### src/rtl/bcd_scan_pkg.sv
// Shared constants for the multiplexed BCD display: segment patterns (active-low, g..a) and index width.
// latency: n/a (constants only); backpressure: none.
package bcd_scan_pkg;

  localparam int IDX_W = 2;

  typedef logic [IDX_W-1:0] idx_t;

  localparam logic [6:0] SEG_BLANK = 7'h7F;
  localparam logic [6:0] SEG_DASH  = 7'b0111111;
  localparam logic [6:0] SEG_LAMP  = 7'h00;

  // Index 0 is the rightmost entry of the concatenation.
  localparam logic [9:0][6:0] SEG_DIGIT = {
    7'b0010000,  // 9
    7'b0000000,  // 8
    7'b1111000,  // 7
    7'b0000010,  // 6
    7'b0010010,  // 5
    7'b0011001,  // 4
    7'b0110000,  // 3
    7'b0100100,  // 2
    7'b1111001,  // 1
    7'b1000000   // 0
  };

  function automatic logic [3:0] anode_sel(input idx_t idx);
    return ~(4'b0001 << idx);
  endfunction

endpackage

### src/rtl/bcd_seg_decode.sv
// Combinational BCD to active-low 7-segment decoder; codes 10-15 decode to a dash.
// latency: 0 cycles; backpressure: none.
module bcd_seg_decode
  import bcd_scan_pkg::*;
(
  input  logic [3:0] bcd,
  output logic [6:0] seg_n
);

  always_comb begin
    seg_n = SEG_DASH;
    if (bcd <= 4'd9) seg_n = SEG_DIGIT[bcd];
  end

endmodule

### src/rtl/bcd_scan_display.sv
// Four-digit multiplexed BCD display driver with one-cycle anode dead time; BCD_SCAN_LZB_EN adds leading-zero blanking.
// latency: 1 CP from latch update to SEG_n on the selected digit; backpressure: none, scan is free-running.
module bcd_scan_display
  import bcd_scan_pkg::*;
#(
  parameter int unsigned SCAN_DIV = 1000
)
(
  input  logic        CP,
  input  logic        CR_n,
  input  logic [15:0] BCD,
  input  logic        LE,
  input  logic        BI_n,
  input  logic        LT_n,
  output logic [6:0]  SEG_n,
  output logic [3:0]  AN_n
);

  localparam logic [15:0] PRESC_LAST = 16'(SCAN_DIV - 1);

  logic [15:0] presc;
  logic        tick;
  idx_t        idx;
  logic [15:0] latch_q;
  logic [3:0]  nib;
  logic [6:0]  dec_seg;
  logic [3:0]  blank;

  assign tick = (presc == PRESC_LAST);
  assign nib  = latch_q[{idx, 2'b00} +: 4];

  bcd_seg_decode u_decode (
    .bcd   (nib),
    .seg_n (dec_seg)
  );

`ifdef BCD_SCAN_LZB_EN
  // A digit blanks only if it is zero and everything to its left is blanked.
  always_comb begin
    blank    = '0;
    blank[3] = (latch_q[15:12] == 4'd0);
    blank[2] = (latch_q[11:8]  == 4'd0) && blank[3];
    blank[1] = (latch_q[7:4]   == 4'd0) && blank[2];
  end
`else
  assign blank = '0;
`endif

  always_ff @(posedge CP or negedge CR_n) begin
    if (!CR_n) begin
      presc   <= '0;
      idx     <= '0;
      latch_q <= '0;
    end else begin
      if (LE) latch_q <= BCD;
      presc <= tick ? '0 : presc + 16'd1;
      if (tick) idx <= idx + 2'd1;
    end
  end

  // SEG_n is taken from the index before a tick, so the new digit's pattern
  // lands together with its anode once the dead-time cycle has passed.
  always_ff @(posedge CP or negedge CR_n) begin
    if (!CR_n) begin
      AN_n  <= 4'hF;
      SEG_n <= SEG_BLANK;
    end else begin
      if (!BI_n || tick) AN_n <= 4'hF;
      else               AN_n <= anode_sel(idx);

      if (!BI_n)           SEG_n <= SEG_BLANK;
      else if (!LT_n)      SEG_n <= SEG_LAMP;
      else if (blank[idx]) SEG_n <= SEG_BLANK;
      else                 SEG_n <= dec_seg;
    end
  end

endmodule

### config.mk
export PLATFORM = sky130hd
export DESIGN_NAME = bcd_scan_display
export DESIGN_NICKNAME = d
export VERILOG_FILES = /design/src/rtl/bcd_scan_pkg.sv /design/src/rtl/bcd_seg_decode.sv /design/src/rtl/bcd_scan_display.sv
export SDC_FILE = /design/constraint.sdc
export NUM_CORES = 1
export LEC_CHECK = 0
export CAP_MARGIN = 30
export CORE_MARGIN = 2
export CORE_UTILIZATION = 45
export CTS_CLUSTER_SIZE = 20
export DETAILED_ROUTE_END_ITERATION = 7
export PLACE_DENSITY = 0.71
export SYNTH_ARGS = -nofsm -noshare
export SYNTH_HDL_FRONTEND = slang
export SYNTH_SLANG_ARGS = --single-unit
### constraint.sdc
create_clock -name CP -period 2.51 [get_ports CP]
set_clock_uncertainty 0.15 [all_clocks]
set_input_delay 0.6275 -clock CP [delete_from_list [all_inputs] [get_ports CP]]
set_output_delay 0.6275 -clock CP [all_outputs]
set_load 0.05 [all_outputs]
; ---- After elaboration in Yosys (flattened, before gate mapping)
; Memories as Yosys holds them, arrays and structs flattened.
; Index checks and enable logic that the tools add are counted.
[totals]
latch_bits = 0
romBits = 112
mem_bits_rw = 0
wordCells = 26
out_inout_bits = 11
in_bits = 21
regBits = 45
n_memories = 1
[memory_table]
columns = memory, depth, width, read_ports, rd_clocked_by_memory_dff, write_ports, line_no
row1 = (no name shown), 16, 7, 1, 0, 0, bcd_seg_decode.sv:12  ; if (bcd <= 4'd9) seg_n = SEG_DIGIT[bcd];
[classes]
n_addsub = 2
shifts = 2
div = 0
n_mul = 0
eq_ne = 1
bitwise = 1
reduce_logical = 2
order_cmp = 3
muxes = 9
[op_table]
columns = cell, n
row1 = $mux W7, 5
row2 = $add A16 B1 Y16 const B, 1
row3 = $eq A16 B10 Y1 const B, 1
row4 = $mux W16, 1
row5 = $shiftx A16 B5 Y4, 1
row6 = $lt A4 B5 Y1 const B, 1
row7 = $le A4 B4 Y1 const B, 1
row8 = $mux W4, 1
row9 = $not A4 Y4, 1
row10 = $shl A1 B2 Y4 const A, 1
row11 = $lt A2 B3 Y1 const B, 1
row12 = $add A2 B1 Y2 const B, 1
row13 = $bmux W1 S2, 1
row14 = $logic_not A1 Y1, 1
row15 = $logic_or A1 B1 Y1, 1
row16 = $mux W1, 1

; ---- Depth between registers and ports, before layout
[depth]
depth_word = 7
mapped_depth = 7
depth_no_buf = 6

; ---- By module
; From an unflattened synthesis, not the netlist that was laid out.
[unflattened]
cells_unflattened = 175
area_unflattened_um2 = 2150.8
[by_module_without_submodules]
columns = mod, n_inst, seq_area_each_um2, cells_per_inst, area_per_inst_um2
row1 = bcd_scan_display, 1, 1139.8, 150, 1935.6
row2 = bcd_seg_decode, 1, 0.0, 25, 215.2

; ---- Worst setup path before layout
; OpenSTA, ideal clock, no wires.
[synth_path]
path_type = flip-flop to flip-flop
start = reg presc[12]
end = reg presc[9]
setup_time_ps = 121
period_less_slack_ps = 2037
t_arrival_ps = 1766
path_slack_ps = 473
stages_incl_launch_ff = 6
t_required_ps = 2239
cell_sequence = dfrtp_1 > or4_4 > or4_4 > buf_6 > a21oi_2 > o21ai_1
[synth_between]
elab_chain_len = 2
[synth_rtl]
columns = item, line_no
row1 = from (decl), bcd_scan_display.sv:21  ; logic [15:0] presc;
row2 = from (signal assigned), bcd_scan_display.sv:56  ; presc <= tick ? '0 : presc + 16'd1;
row3 = $eq A16 B10 Y1, bcd_scan_display.sv:29  ; assign tick = (presc == PRESC_LAST);
row4 = $mux W16, bcd_scan_display.sv:56
; No other way between the ends.
; A chain may end at the register's enable or synchronous reset.

; ---- Final worst setup path
[layout_path]
start = reg SEG_n[3]
end = out SEG_n[3]
[layout_lines]
columns = item, line_no
row1 = from (decl), bcd_scan_display.sv:15  ; output logic [6:0] SEG_n,
row2 = from (signal assigned), bcd_scan_display.sv:74  ; else SEG_n <= dec_seg;
; No word-level cell between the ends.

==> flow_metrics.env <==
export IMPL_outcome="finished, final reports clean"
export IMPL_rsz0062_at_grt="no"
export IMPL_vias=1368
export IMPL_cts_tree="done"
export IMPL_fillCellCount=372
export IMPL_first_pass_iters=4
export IMPL_required_ps=1730
export IMPL_worstMarginPinSlew_ps=499
export IMPL_first_global_vias=1417
export IMPL_drv_slew=0
export IMPL_critPathLaunchType="flop"
export IMPL_wire_per_inst_um=14.7
export IMPL_worstRegToRegCells=6
export IMPL_post_cts_buffers=0
export IMPL_postSynthCellCount=169
export IMPL_synthMuxAreaShare=0.144
export IMPL_clk_pin_slew_ps=80
export IMPL_setup_tns_ps=0
export IMPL_yosys_area_share_adder=0.0597
export IMPL_synth_top_family_by_area="multiplexers"
export IMPL_die_area_mm2=0.00522
export IMPL_ios=32
export IMPL_ir_worst_vdd_uv=332
export IMPL_rrSetupSlack_ps=200
export IMPL_yosysSeqAreaShare=0.544
export IMPL_hpwl_um=2830
export IMPL_final_area_mm2=0.00254
export IMPL_drc=0
export IMPL_cap_viol_max_count=0
export IMPL_fmax_mhz=417
export IMPL_die_x_um=72.2
export IMPL_leakage_nw=1.06
export IMPL_synth_seq_cells=45
export IMPL_htree_levels=2
export IMPL_path_class="flop to output port"
export IMPL_period_needed_ps=2400
export IMPL_cts_root_buf="clkbuf_8"
export IMPL_r2r_start="idx[0]"
export IMPL_core_mm2=0.00441
export IMPL_grt_max_degree=31
export IMPL_yosys_cell_types_count=33
export IMPL_setup_violations=0
export IMPL_crit_fanout=1
export IMPL_placed_area_mm2=0.00246
export IMPL_syn_area_per_cell_um2=12.4
export IMPL_relSlewSlack=0.666
export IMPL_areaGrowthSynthToFinish_pct=21.3
export IMPL_hold_ws_ps=65.1
export IMPL_die_height_um=72.2
export IMPL_antenna_found_initial=0
export IMPL_hold_violations=0
export IMPL_drt_initial_drc_count=89
export IMPL_power_per_cell_area_mw_per_mm2=573
export IMPL_worst_ep_arrival_time_ps=1620
export IMPL_path_cells="clkdlybuf4s50_1"
export IMPL_rows=24
export IMPL_cts_resized=0
export IMPL_syn_nets=200
export IMPL_drive_gt1_frac=0.218
export IMPL_grt_pass1_wl_um=6620
export IMPL_n_antenna_cell=0
export IMPL_synthesis_area_mm2=0.00210
export IMPL_cts_hold_repair_buffers=0
export IMPL_viasPerCell=5.30
export IMPL_drt_wl_total_um=3800
export IMPL_synth_compound_area_frac=0.0418
export IMPL_track_usage=0.166
export IMPL_path_buf_inv=1
export IMPL_critPathTopFamily="buffers and inverters"
export IMPL_yosys_area_share_simple=0.133
export IMPL_synthXorXnorAreaFrac=0.0501
export IMPL_critPathCaptureType="output port"
export IMPL_slowest_stage="clkdlybuf4s50_1"
export IMPL_cts_sinks=45
export IMPL_post_route_period_util=0.955
export IMPL_port_buffers=31
export IMPL_initial_core_util=0.475
export IMPL_final_nets=236
export IMPL_r2r_end="SEG_n[5]"
export IMPL_cts_buffer_depth=2
export IMPL_insertion_delay_ps=300
export IMPL_grt_overflow=0
export IMPL_ant_nets=0
export IMPL_synth_warnings=0
export IMPL_min_path_type="input port to asynchronous set/reset pin"
export IMPL_crit_path_max_incr_delay_ps=790
export IMPL_cts_made_buffers=5
export IMPL_gp_congestion=0.870
[layer usage]
layer  vias to the layer above  track usage  wire, um  part of all wire
met2                        44        0.268      1860              0.49
li1                        659            -         -                 -
met4                         0       0.0839        78             0.021
met3                         8       0.0361       180             0.047
met5                         -            0         0                 0
met1                       657        0.211      1680              0.44
[layout by cell type (no fill, tap or decap), types with 2 or more instances in the layout]
| cell type | n |
|---|---|
| dfrtp_1 | 34 |
| clkdlybuf4s50_1 | 30 |
| mux2_2 | 17 |
| dfstp_2 | 11 |
| nand3_1 | 11 |
| ha_1 | 10 |
| nand2_1 | 9 |
| inv_1 | 8 |
| nor2_1 | 8 |
| o21ai_1 | 8 |
| xor2_1 | 7 |
| xnor2_1 | 5 |
| clkbuf_8 | 5 |
| mux4_2 | 4 |
| a21oi_1 | 4 |
| nor3_1 | 4 |
| or3_1 | 3 |
| clkbuf_1 | 3 |
| buf_4 | 3 |
| o21ai_0 | 2 |
| nand2b_1 | 2 |
| mux2i_1 | 2 |
| nand4_1 | 2 |
| nor4_1 | 2 |
| and2_1 | 2 |
| or4_4 | 2 |
[cells by family after synthesis]
group / after synthesis
compound gates: 16
flops: 45
xor+xnor: 12
mux: 23
fa+ha+maj: 10
buf+inv: 13
simple gates: 50
[flip-flops by register name, summed over array words and instances, names as in the netlist]
register	count
presc	16
AN_n	4
SEG_n	7
idx	2
latch_q	16
[worst max-delay path by stage]
| stage | from | to | slack (ps) | depth (start not counted) |
|---|---|---|---|---|
| CTS | SEG_n[0] | SEG_n[0] | 90 | 1 |
| detailed placement | idx[0] | SEG_n[5] | 180 | 6 |
| finish | SEG_n[3] | SEG_n[3] | 110 | 1 |
| global route | idx[0] | SEG_n[5] | 30 | 6 |
| global placement | idx[0] | SEG_n[0] | 370 | 6 |
| floorplan | presc[12] | presc[9] | 470 | 5 |
[power by group]
group	leakage (nW)	internal (mW)	total (mW)	switching (mW)
combinational	0.478	0.104	0.230	0.126
sequential	0.540	0.776	0.794	0.0180
clock	0.0395	0.198	0.432	0.235
total	1.06	1.08	1.46	0.379
[through the flow]
step | cells | power (mW) | worst slack [ps] | util
6_report | 258 | 1.46 | 113 | 0.576
3_5_place_dp | 250 | 1.04 | 181 | 0.558
2_1_floorplan | 169 | 0.942 | 473 | -
3_3_place_gp | 250 | 1.03 | 368 | 0.558
5_1_grt | 258 | 1.51 | 26.2 | 0.576
4_1_cts | 258 | 1.47 | 94.5 | 0.576
[area by class of cell]
cell class / count / area (um^2) / share of cell area
clock buffers: 8 / 80.1 / 0.0315
inverters: 8 / 30.0 / 0.0118
multi-input cells: 111 / 898 / 0.354
flip-flops and latches: 45 / 1140 / 0.449
well taps: 52 / 65.1 / 0.0256
repair buffers: 34 / 328 / 0.129
[synth_stat cells]
| cell | instances | area (um^2) |
|---|---|---|
| o21ai_0 | 2 | 10.0 |
| buf_1 | 1 | 3.75 |
| dfstp_2 | 11 | 289 |
| nor4_4 | 1 | 21.3 |
| nand4b_1 | 1 | 8.76 |
| nand4_1 | 2 | 12.5 |
| nor4_1 | 2 | 12.5 |
| a21oi_2 | 1 | 8.76 |
| mux4_2 | 4 | 90.1 |
| mux2i_1 | 2 | 20.0 |
| inv_1 | 8 | 30.0 |
| or3_1 | 3 | 18.8 |
| mux2_2 | 17 | 191 |
| ha_1 | 10 | 125 |
| buf_6 | 1 | 11.3 |
| xor2_1 | 7 | 61.3 |
| or4_4 | 2 | 22.5 |
| nor2_1 | 8 | 30.0 |
| xnor2_1 | 5 | 43.8 |
| nor3_1 | 4 | 20.0 |
| or2_1 | 1 | 6.26 |
| a21oi_1 | 4 | 20.0 |
| and2_1 | 2 | 12.5 |
| and3_1 | 1 | 6.26 |
| nand3_1 | 11 | 55.1 |
| nand2b_1 | 2 | 12.5 |
| buf_2 | 1 | 5.00 |
| dfrtp_1 | 34 | 851 |
| o2bb2ai_1 | 1 | 8.76 |
| clkbuf_1 | 2 | 7.51 |
| nor2b_1 | 1 | 6.26 |
| o21ai_1 | 8 | 40.0 |
| nand2_1 | 9 | 33.8 |
Note: power is estimated with default switching activity, not from simulation.
